--- src/rtl/jk_ff_bank.sv ---
// Bank of WIDTH independent JK/SR/D/T flip-flops with change flags and SR illegal-input error tracking.
// Latency: one clock from inputs to q/changed/sr_err, qbar zero latency; no backpressure, accepts every enabled edge.
module jk_ff_bank #(
  parameter int               WIDTH     = 8,
  parameter logic [WIDTH-1:0] RESET_VAL = '0
) (
  input  logic             clk,
  input  logic             rst,
  input  logic             en,
  input  logic [1:0]       mode,
  input  logic [WIDTH-1:0] j,
  input  logic [WIDTH-1:0] k,
  input  logic             clr_err,
  output logic [WIDTH-1:0] q,
  output logic [WIDTH-1:0] qbar,
  output logic [WIDTH-1:0] changed,
  output logic             any_changed,
  output logic             sr_err,
  output logic             err_sticky
);

  typedef enum logic [1:0] {
    MODE_JK = 2'b00,
    MODE_SR = 2'b01,
    MODE_D  = 2'b10,
    MODE_T  = 2'b11
  } mode_t;

  logic [WIDTH-1:0] q_nxt;
  logic             illegal;

  always_comb begin
    q_nxt   = q;
    illegal = 1'b0;
    unique case (mode_t'(mode))
      MODE_JK: q_nxt = (j & ~q) | (~k & q);
      // 11 holds the channel and is flagged as an error
      MODE_SR: begin
        q_nxt   = (j & ~k) | (q & ~(~j & k));
        illegal = |(j & k);
      end
      MODE_D:  q_nxt = j;
      MODE_T:  q_nxt = q ^ j;
      default: q_nxt = q;
    endcase
  end

  always_ff @(posedge clk) begin
    if (rst) begin
      q          <= RESET_VAL;
      changed    <= '0;
      sr_err     <= 1'b0;
      err_sticky <= 1'b0;
    end else if (en) begin
      q          <= q_nxt;
      changed    <= q_nxt ^ q;
      sr_err     <= illegal;
      err_sticky <= illegal | (err_sticky & ~clr_err);
    end else begin
      changed    <= '0;
      sr_err     <= 1'b0;
      err_sticky <= err_sticky & ~clr_err;
    end
  end

  assign qbar        = ~q;
  assign any_changed = |changed;

endmodule

--- config.mk ---
export PLATFORM = sky130hd
export DESIGN_NAME = jk_ff_bank
export DESIGN_NICKNAME = d
export VERILOG_FILES = /design/src/rtl/jk_ff_bank.sv
export SDC_FILE = /design/constraint.sdc
export NUM_CORES = 1
export LEC_CHECK = 0
export ABC_AREA = 1
export BUFFER_PORTS_ARGS = -buffer_cell sky130_fd_sc_hd__buf_2
export CORE_MARGIN = 10
export CORE_UTILIZATION = 50
export DETAILED_ROUTE_END_ITERATION = 8
export PLACE_DENSITY = 0.89
export REMOVE_ABC_BUFFERS = 1
export SYNTH_ARGS = -nofsm -noshare
export SYNTH_HDL_FRONTEND = slang
export SYNTH_SLANG_ARGS = --single-unit
--- constraint.sdc ---
create_clock -name clk -period 2.2 [get_ports clk]
set_input_delay 0.44 -clock clk [delete_from_list [all_inputs] [get_ports clk]]
set_output_delay 0.44 -clock clk [all_outputs]
set_load 0.05 [all_outputs]
**Yosys cells after proc, flatten, opt, wreduce, memory -nomap -nowiden**

Cells that the tools add are included.

- Input bits: 22
- Output and inout bits: 27
- Logic and storage cells: 32
- Register bits after elaboration: 18

- Bitwise gates (word level): 18
- Multiplexer cells: 3
- Reductions and logical operators: 4
- Eq/ne operators: 3

Operator list:

| kind | number |
|---|---|
| $and A8 B8 Y8 | 6 |
| $not A8 Y8 | 4 |
| $pmux W8 S4 | 1 |
| $or A8 B8 Y8 | 2 |
| $reduce_or A8 Y1 | 2 |
| $xor A8 B8 Y8 | 2 |
| $eq A2 B2 Y1 const B | 2 |
| $eq A2 B1 Y1 const B | 1 |
| $logic_not A2 Y1 | 1 |
| $mux W1 | 2 |
| $not A1 Y1 | 2 |
| $reduce_or A2 Y1 | 1 |
| $and A1 B1 Y1 | 1 |
| $or A1 B1 Y1 | 1 |

**Depth between registers and ports, before layout**

Gate-level depths: netlist of run 1.

- Depth after elaboration: 7
- Depth in mapped cells: 8
- Mapped depth without buffers: 8

**Least setup slack after synthesis of run 1**

OpenSTA, ideal clock, no wires.

- Kind: reg-to-reg
- From: reg q[1]
- To: reg changed[1]
- Setup slack: 445 ps
- Arrival time: 1638 ps
- Clock period less this slack: 1755 ps
- Stages on the path, launching flop included: 8
- Path through: dfxtp_1 inv_1 nand2_1 nand3_1 nand3_1 nand3_1 nand2_1 nor2_1

- Longest elaborated chain between the ends: 5
- Elaborated cells on any way between the ends: 9
- Classes of those cells: mux (1); bitwise (8)

RTL lines:

| item | RTL line | source |
|---|---|---|
| start: declaration | 14 | `output logic [WIDTH-1:0] q,` |
| start signal: assignment | 55 | `q <= q_nxt;` |
| $not A8 Y8 | - |  |
| named net qbar[1] | 15 | `output logic [WIDTH-1:0] qbar,` |
| $and A8 B8 Y8 | 36 | `MODE_JK: q_nxt = (j & ~q) \| (~k & q);` |
| $or A8 B8 Y8 | 36 |  |
| $pmux W8 S4 | 35 | `unique case (mode_t'(mode))` |
| $xor A8 B8 Y8 | 56 | `changed <= q_nxt ^ q;` |
| end signal: assignment | 56 |  |
| end: declaration | 16 | `output logic [WIDTH-1:0] changed,` |

The timed path passes the listed nets, and every way through them passes these cells.
A chain may end at the register's enable or synchronous reset.

**Worst setup path in the final report of run 1**

- From: reg changed[1]
- To: out any_changed

- Longest elaborated chain between the ends: 1

RTL lines:

| item | RTL line | source |
|---|---|---|
| $reduce_or A8 Y1 | 67 | `assign any_changed = \|changed;` |
| end: declaration | 17 | `output logic any_changed,` |

No other way between the ends.

==> results.tsv, run 1 <==
stage	metric	value	unit
run_status	status	finished clean	
final_layout	number of diodes	0	
timing	final setup fails	0	
drt	DRC viols	0	
timing	Final Hold Violating Endpoints	0	
setup_path	Crit Path Class	reg2out	
die	I/O Pins	49	
pwr	Sequential Power Share	39.9	%
timing	relative slew slack	57.42	%
synth	Seq/Total Area, Yosys	31.79	%
global_route	initial antenna violation count	0	
die	std cell rows	17	
place	placed cell area	0.001405	mm2
clock_tree	post-CTS setup buffers	0	
synth	Synth Cell Area	0.001134	mm2
synth	#FFs+latches synth	18	
clock_tree	Clock transition at path regs	0.11	ns
die	die height	67.62	um
drt	vias	1429	
die	initial core utilization	51.74	%
global_route	number of global-route vias before repair	1207	
clock_tree	TritonCTS Buffers	3	
pwr	clock share of power	22.6	%
drt	wire per inst	12.16	um
setup_path	Worst setup EP type	output pin	
drt	Routed WL	3.344	mm
run	max cap viols	0	
final_layout	nets	270	
clock_tree	H-tree Lvls	1	
timing	fmax	0.5536	GHz
global_route	global-route wire length before repair	5.306	mm
synth	YS warnings	0	
timing	Slew @ Worst Pin	0.6364	ns
place	PortBufs	48	
place	post-detail-place hpwl	2.569	mm
pwr	Psw	0.3901	mW
timing	clk_skew	0.0008281	ns
final_layout	share of layout cells above drive strength 1	21.86	%
global_route	gr usage total	14.69	%
final_layout	final core utilization	65.79	%
timing	max-slew violations	0	
pwr	Power Dens Cells	645.8	mW/mm2
pwr	Int Power	0.5408	mW
worst_hold_path	worst hold path type	in2reg	
global_route	largest net degree at the start of global routing	18	
timing	Final Hold Slack	0.3875	ns
setup_path	CP Launch Type	register	
drt	vias per cell	5.196	
final_layout	FILL cells	218	
pwr	total power	0.9309	mW
place	GPL Wtd Cong	0.9280	
die	die width	67.62	um
clock_tree	CTS tree	yes	
setup_path	CP Max Fanout	2	
final_layout	Layout area overhead	27.15	%
die	Die Area	0.004572	mm2
synth	Synth Area per Inst	5.784	um2
final_layout	Design Area, Final	0.001441	mm2
drt	drt first-iter violations	61	
die	core area	0.002191	mm2
drt	1st-pass router iterations	4	
timing	RSZ-0062 raised after global routing	false	
pwr	Max IR drop VDD	518.6	uV
pwr	switching share of power	41.91	%
timing	Total Negative Setup Slacks	0	ns
setup_path	Worst EP required	1.76	ns
synth	Cell variety after synth	15	
clock_tree	post_cts resized	0	
timing	min cycle time layout	1.807	ns
synth	Mapped Cells	196	
clock_tree	clock buffer depth	2	
pwr	LEAKAGE	0.7930	nW
drt	antenna-violating nets left	0	
clock_tree	hold-fix buffers at CTS	0	
clock_tree	worst skew pair latency	0.30	ns
pwr	combinational share of power	37.5	%
global_route	GRT overflow	0	
clock_tree	root buffer cell	clkbuf_4	
timing	Tcrit/Tclk final	82.11	%
clock_tree	# clock sinks	18	
setup_path	crit path DAT	1.37	ns
## worst max-delay path, stage by stage (launching register included)
cell and delay [ns]:
dfxtp_1 0.34, nor4_1 0.41, nand2_1 0.09, buf_2 0.22
## final timing paths
path / from / slack [ns] / to / cells past startpoint
max: changed[1] / 0.39 / any_changed / 3
min: clr_err / 0.39 / err_sticky / 3
max reg2reg: q[2] / 1.04 / changed[2] / 7
min reg2reg: err_sticky / 0.48 / err_sticky / 2
## cell families after synthesis
group,count (synthesis),synth area share (%)
AOI/OAI and AO/OA,34,15.78
buffers and inverters,22,7.284
DFF,18,31.79
and+or+nand+nor,122,45.14
## Yosys cell counts
library cell / n / area, um2
nand3_1: 29 / 145.1
nand3b_1: 1 / 7.510
o21ai_0: 16 / 80.08
inv_2: 1 / 3.750
nand2_1: 75 / 281.5
clkbuf_1: 1 / 3.750
nor2_4: 1 / 11.26
a22o_1: 2 / 17.52
dfxtp_1: 18 / 360.4
nor2_1: 13 / 48.80
nor4_1: 2 / 12.51
nor3_1: 1 / 5.000
inv_1: 20 / 75.07
a31oi_1: 1 / 6.260
a21oi_1: 15 / 75.07
## layer usage
metal  global-route usage [%]  wire length, um
met1                    16.49             1412
met2                    26.06             1654
met3                    4.959              241
met4                    3.333               36
met5                        0                0
## final cells by class
class	count	area (um2)	share of cell area, %
clock buffer	4	36.28	2.517
timing repair buffer	48	240.2	16.67
sequential	18	360.3	25.00
tap	28	35.03	2.431
inverter	21	78.83	5.469
multi-input combinational	156	690.7	47.92
## flip-flops by register name, summed over array words and instances, names as in the netlist
| signal | flops |
|---|---|
| q | 8 |
| err_sticky | 1 |
| changed | 8 |
| sr_err | 1 |
## cell usage in the layout (no fill, tap or decap)
master and instances:
a21oi_1 15, nand2_1 75, nor4_1 2, nand3b_1 1, inv_2 1, buf_2 48
nand3_1 29, inv_1 20, nor3_1 1, a22o_1 2, nor2_1 13, o21ai_0 16
clkbuf_4 3, a31oi_1 1, dfxtp_1 18, clkbuf_8 1, nor2_4 1
## through the flow
step / instances / setup slack [ns]
after global placement: 271 / 0.6454
after detailed placement: 271 / 0.5536
after global routing: 275 / 0.3027
final: 275 / 0.3935
after CTS: 275 / 0.3912
after floorplan: 195 / 0.4452
## power groups by stage
stage | sequential, mW | clock, mW | combinational, mW
6_report | 0.372 | 0.210 | 0.349
4_1_cts | 0.372 | 0.214 | 0.351
2_1_floorplan | 0.454 | 0 | 0.176
5_1_grt | 0.377 | 0.227 | 0.383
3_5_place_dp | 0.379 | 0 | 0.350
3_3_place_gp | 0.379 | 0 | 0.346
(Power assumes the default switching activity.)
==> run 2: changes to the inputs <==
Settings changed: CORE_UTILIZATION 50 to 47, PLACE_DENSITY 0.89 to 0.84.
Clock period 2.2 ns to 1.8 ns, I/O delays scaled along.
==> run 2 against run 1 <==
Combinational power up 24%. Die area up 4.5%. Core utilization down 1.5 points. Total power up 17%. Non-clock buffer count up 3. Global-route usage down 1.1 points. Worst hold slack worse by 0.053 ns. Flip-flop and latch count unchanged. First-iteration DRC count up 43%. Critical path depth unchanged.
==> results.tsv, run 2 (synthesis results as in run 1) <==
stage	metric	value	unit	change
worst_hold_path	HP Start	clr_err		unchanged
die	die width	69.11	um	was 67.62 um
setup_path	CP Launch Type	register		unchanged
global_route	GR Util met2	24.29	%	was 26.06%
final_layout	nets	273		was 270
global_route	busiest layer in global routing	met2		unchanged
timing	fmax	0.5766	GHz	
drt	vias	1437		was 1429
drt	1st-pass router iterations	4		unchanged
drt	antenna-violating nets left	0		unchanged
global_route	number of global-route vias before repair	1287		was 1207
timing	Final Hold Violating Endpoints	0		unchanged
setup_path	CP Max Fanout	2		unchanged
final_layout	Layout area overhead	27.92	%	was 27.15%
worst_hold_path	hold depth	3		unchanged
timing	max-slew violations	0		unchanged
die	Die Area	0.004776	mm2	was 0.004572 mm2
global_route	GR Util met3	3.852	%	was 4.959%
global_route	gr usage total	13.63	%	was 14.69%
die	std cell rows	17		unchanged
clock_tree	post-CTS setup buffers	0		unchanged
clock_tree	hold-fix buffers at CTS	0		unchanged
global_route	GRT overflow	0		unchanged
setup_path	Crit Path Class	reg2out		unchanged
timing	relative slew slack	68.86	%	was 57.42%
place	dpl ws	0.4502	ns	was 0.5536 ns
global_route	global-route wire length before repair	5.720	mm	was 5.306 mm
clock_tree	H-tree Lvls	1		unchanged
final_layout	number of diodes	0		unchanged
place	placed cell count	274		was 271
drt	wire per inst	12.65	um	was 12.16 um
place	post-detail-place hpwl	2.721	mm	was 2.569 mm
final_layout	most common cell after layout, fill and taps aside	nand2_1		unchanged
place	PortBufs	48		unchanged
drt	drt first-iter violations	87		was 61
pwr	LEAKAGE	0.8006	nW	was 0.7930 nW
place	GPL Wtd Cong	0.8490		was 0.9280
die	die height	69.11	um	was 67.62 um
setup_path	FF-to-FF Start	q[2]		unchanged
timing	min cycle time layout	1.734	ns	
die	initial core utilization	50.28	%	was 51.74%
pwr	Power Dens Cells	750.3	mW/mm2	was 645.8 mW/mm2
setup_path	Worst EP required	1.44	ns	was 1.76 ns
final_layout	share of layout cells above drive strength 1	22.49	%	was 21.86%
final_layout	Largest regs	changed (8), q (8)		unchanged
global_route	initial antenna violation count	0		unchanged
timing	clk_skew	0.002472	ns	was 0.0008281 ns
timing	final setup margin	0.06576	ns	was 0.3935 ns
run_status	status	finished clean		unchanged
clock_tree	TritonCTS Buffers	3		unchanged
timing	RSZ-0062 raised after global routing	false		unchanged
timing	final setup fails	0		unchanged
clock_tree	clock buffer depth	2		unchanged
run	max cap viols	0		unchanged
setup_path	r2r setup slk	0.65	ns	was 1.04 ns
clock_tree	CTS tree	yes		unchanged
setup_path	Worst setup EP type	output pin		unchanged
drt	Routed WL	3.504	mm	was 3.344 mm
worst_hold_path	worst hold path type	in2reg		unchanged
setup_path	cells on worst reg2reg path	7		unchanged
drt	DRC viols	0		unchanged
drt	vias per cell	5.188		was 5.196
worst_hold_path	Hold EP	err_sticky		unchanged
pwr	Max IR drop VDD	526.5	uV	was 518.6 uV
setup_path	Worst R2R End	changed[2]		unchanged
clock_tree	worst skew pair latency	0.29	ns	was 0.30 ns
final_layout	most frequent cells in the layout	75 x nand2_1, 48 x buf_2, 29 x nand3_1		unchanged
timing	Slew @ Worst Pin	0.4629	ns	was 0.6364 ns
clock_tree	root buffer cell	clkbuf_4		unchanged
final_layout	Layout Cells excl Fill	277		was 275
global_route	largest net degree at the start of global routing	16		was 18
timing	Tcrit/Tclk final	96.35	%	
clock_tree	Clock transition at path regs	0.10	ns	was 0.11 ns
clock_tree	post_cts resized	0		unchanged
global_route	routing usage on met1	15.12	%	was 16.49%
die	I/O Pins	49		unchanged
clock_tree	# clock sinks	18		unchanged
timing	Total Negative Setup Slacks	0	ns	unchanged
setup_path	crit path DAT	1.37	ns	about the same
die	core area	0.002255	mm2	was 0.002191 mm2
run 2: cell count changes in the layout (fill, tap and decap cells not counted), sizes merged:
cell,change
clkbuf,-1
buf,+3
run 2: power by group:
part / switching [mW] / leakage [nW] / internal, mW
combinational: 0.318 / 0.638 / 0.116
clock: 0.121 / 0.0138 / 0.0779
sequential: 0.0292 / 0.148 / 0.426
run 2: final cells by class:
cell class / instances / area, um2
clock buffers: 3 / 22.52
well taps: 28 / 35.03
inverters: 21 / 78.83
fillers: 248 / 804.5
flip-flops and latches: 18 / 360.3
multi-input cells: 156 / 690.7
repair buffers: 51 / 262.8
run 2: metrics by stage:
stage	instance area [um2]	power (mW)	util, %	hold WS [ns]
final	1450	1.088	64.32	0.3350
after global routing	1450	1.151	64.32	0.3444
after CTS	1450	1.095	64.32	0.3311
after detailed placement	1428	0.8978	63.32	0.5062
after global placement	1428	0.8936	63.32	0.4601
after floorplan	1130	0.7700	-	0.4539
run 2: worst max-delay path by stage:
stage,start,endpoint,depth (start not counted)
after detailed placement,mode[0],changed[1],8
after CTS,changed[1],any_changed,3
after floorplan,q[1],changed[1],7
final,changed[1],any_changed,3
after global placement,mode[0],changed[1],8
after global routing,changed[1],any_changed,3
run 2: layer usage:
layer	vias to the layer above	wire, um	part of all wire [%]
met4	0	36	1.0
met2	58	1798	51
met1	624	1386	40
met5	-	0	0
met3	5	282	8.0
li1	750	-	-
run 2: critical path: stages, from the launching register on:
cell,delay [ns]
dfxtp_1,0.32
nor4_1,0.45
nand2_1,0.09
buf_2,0.22
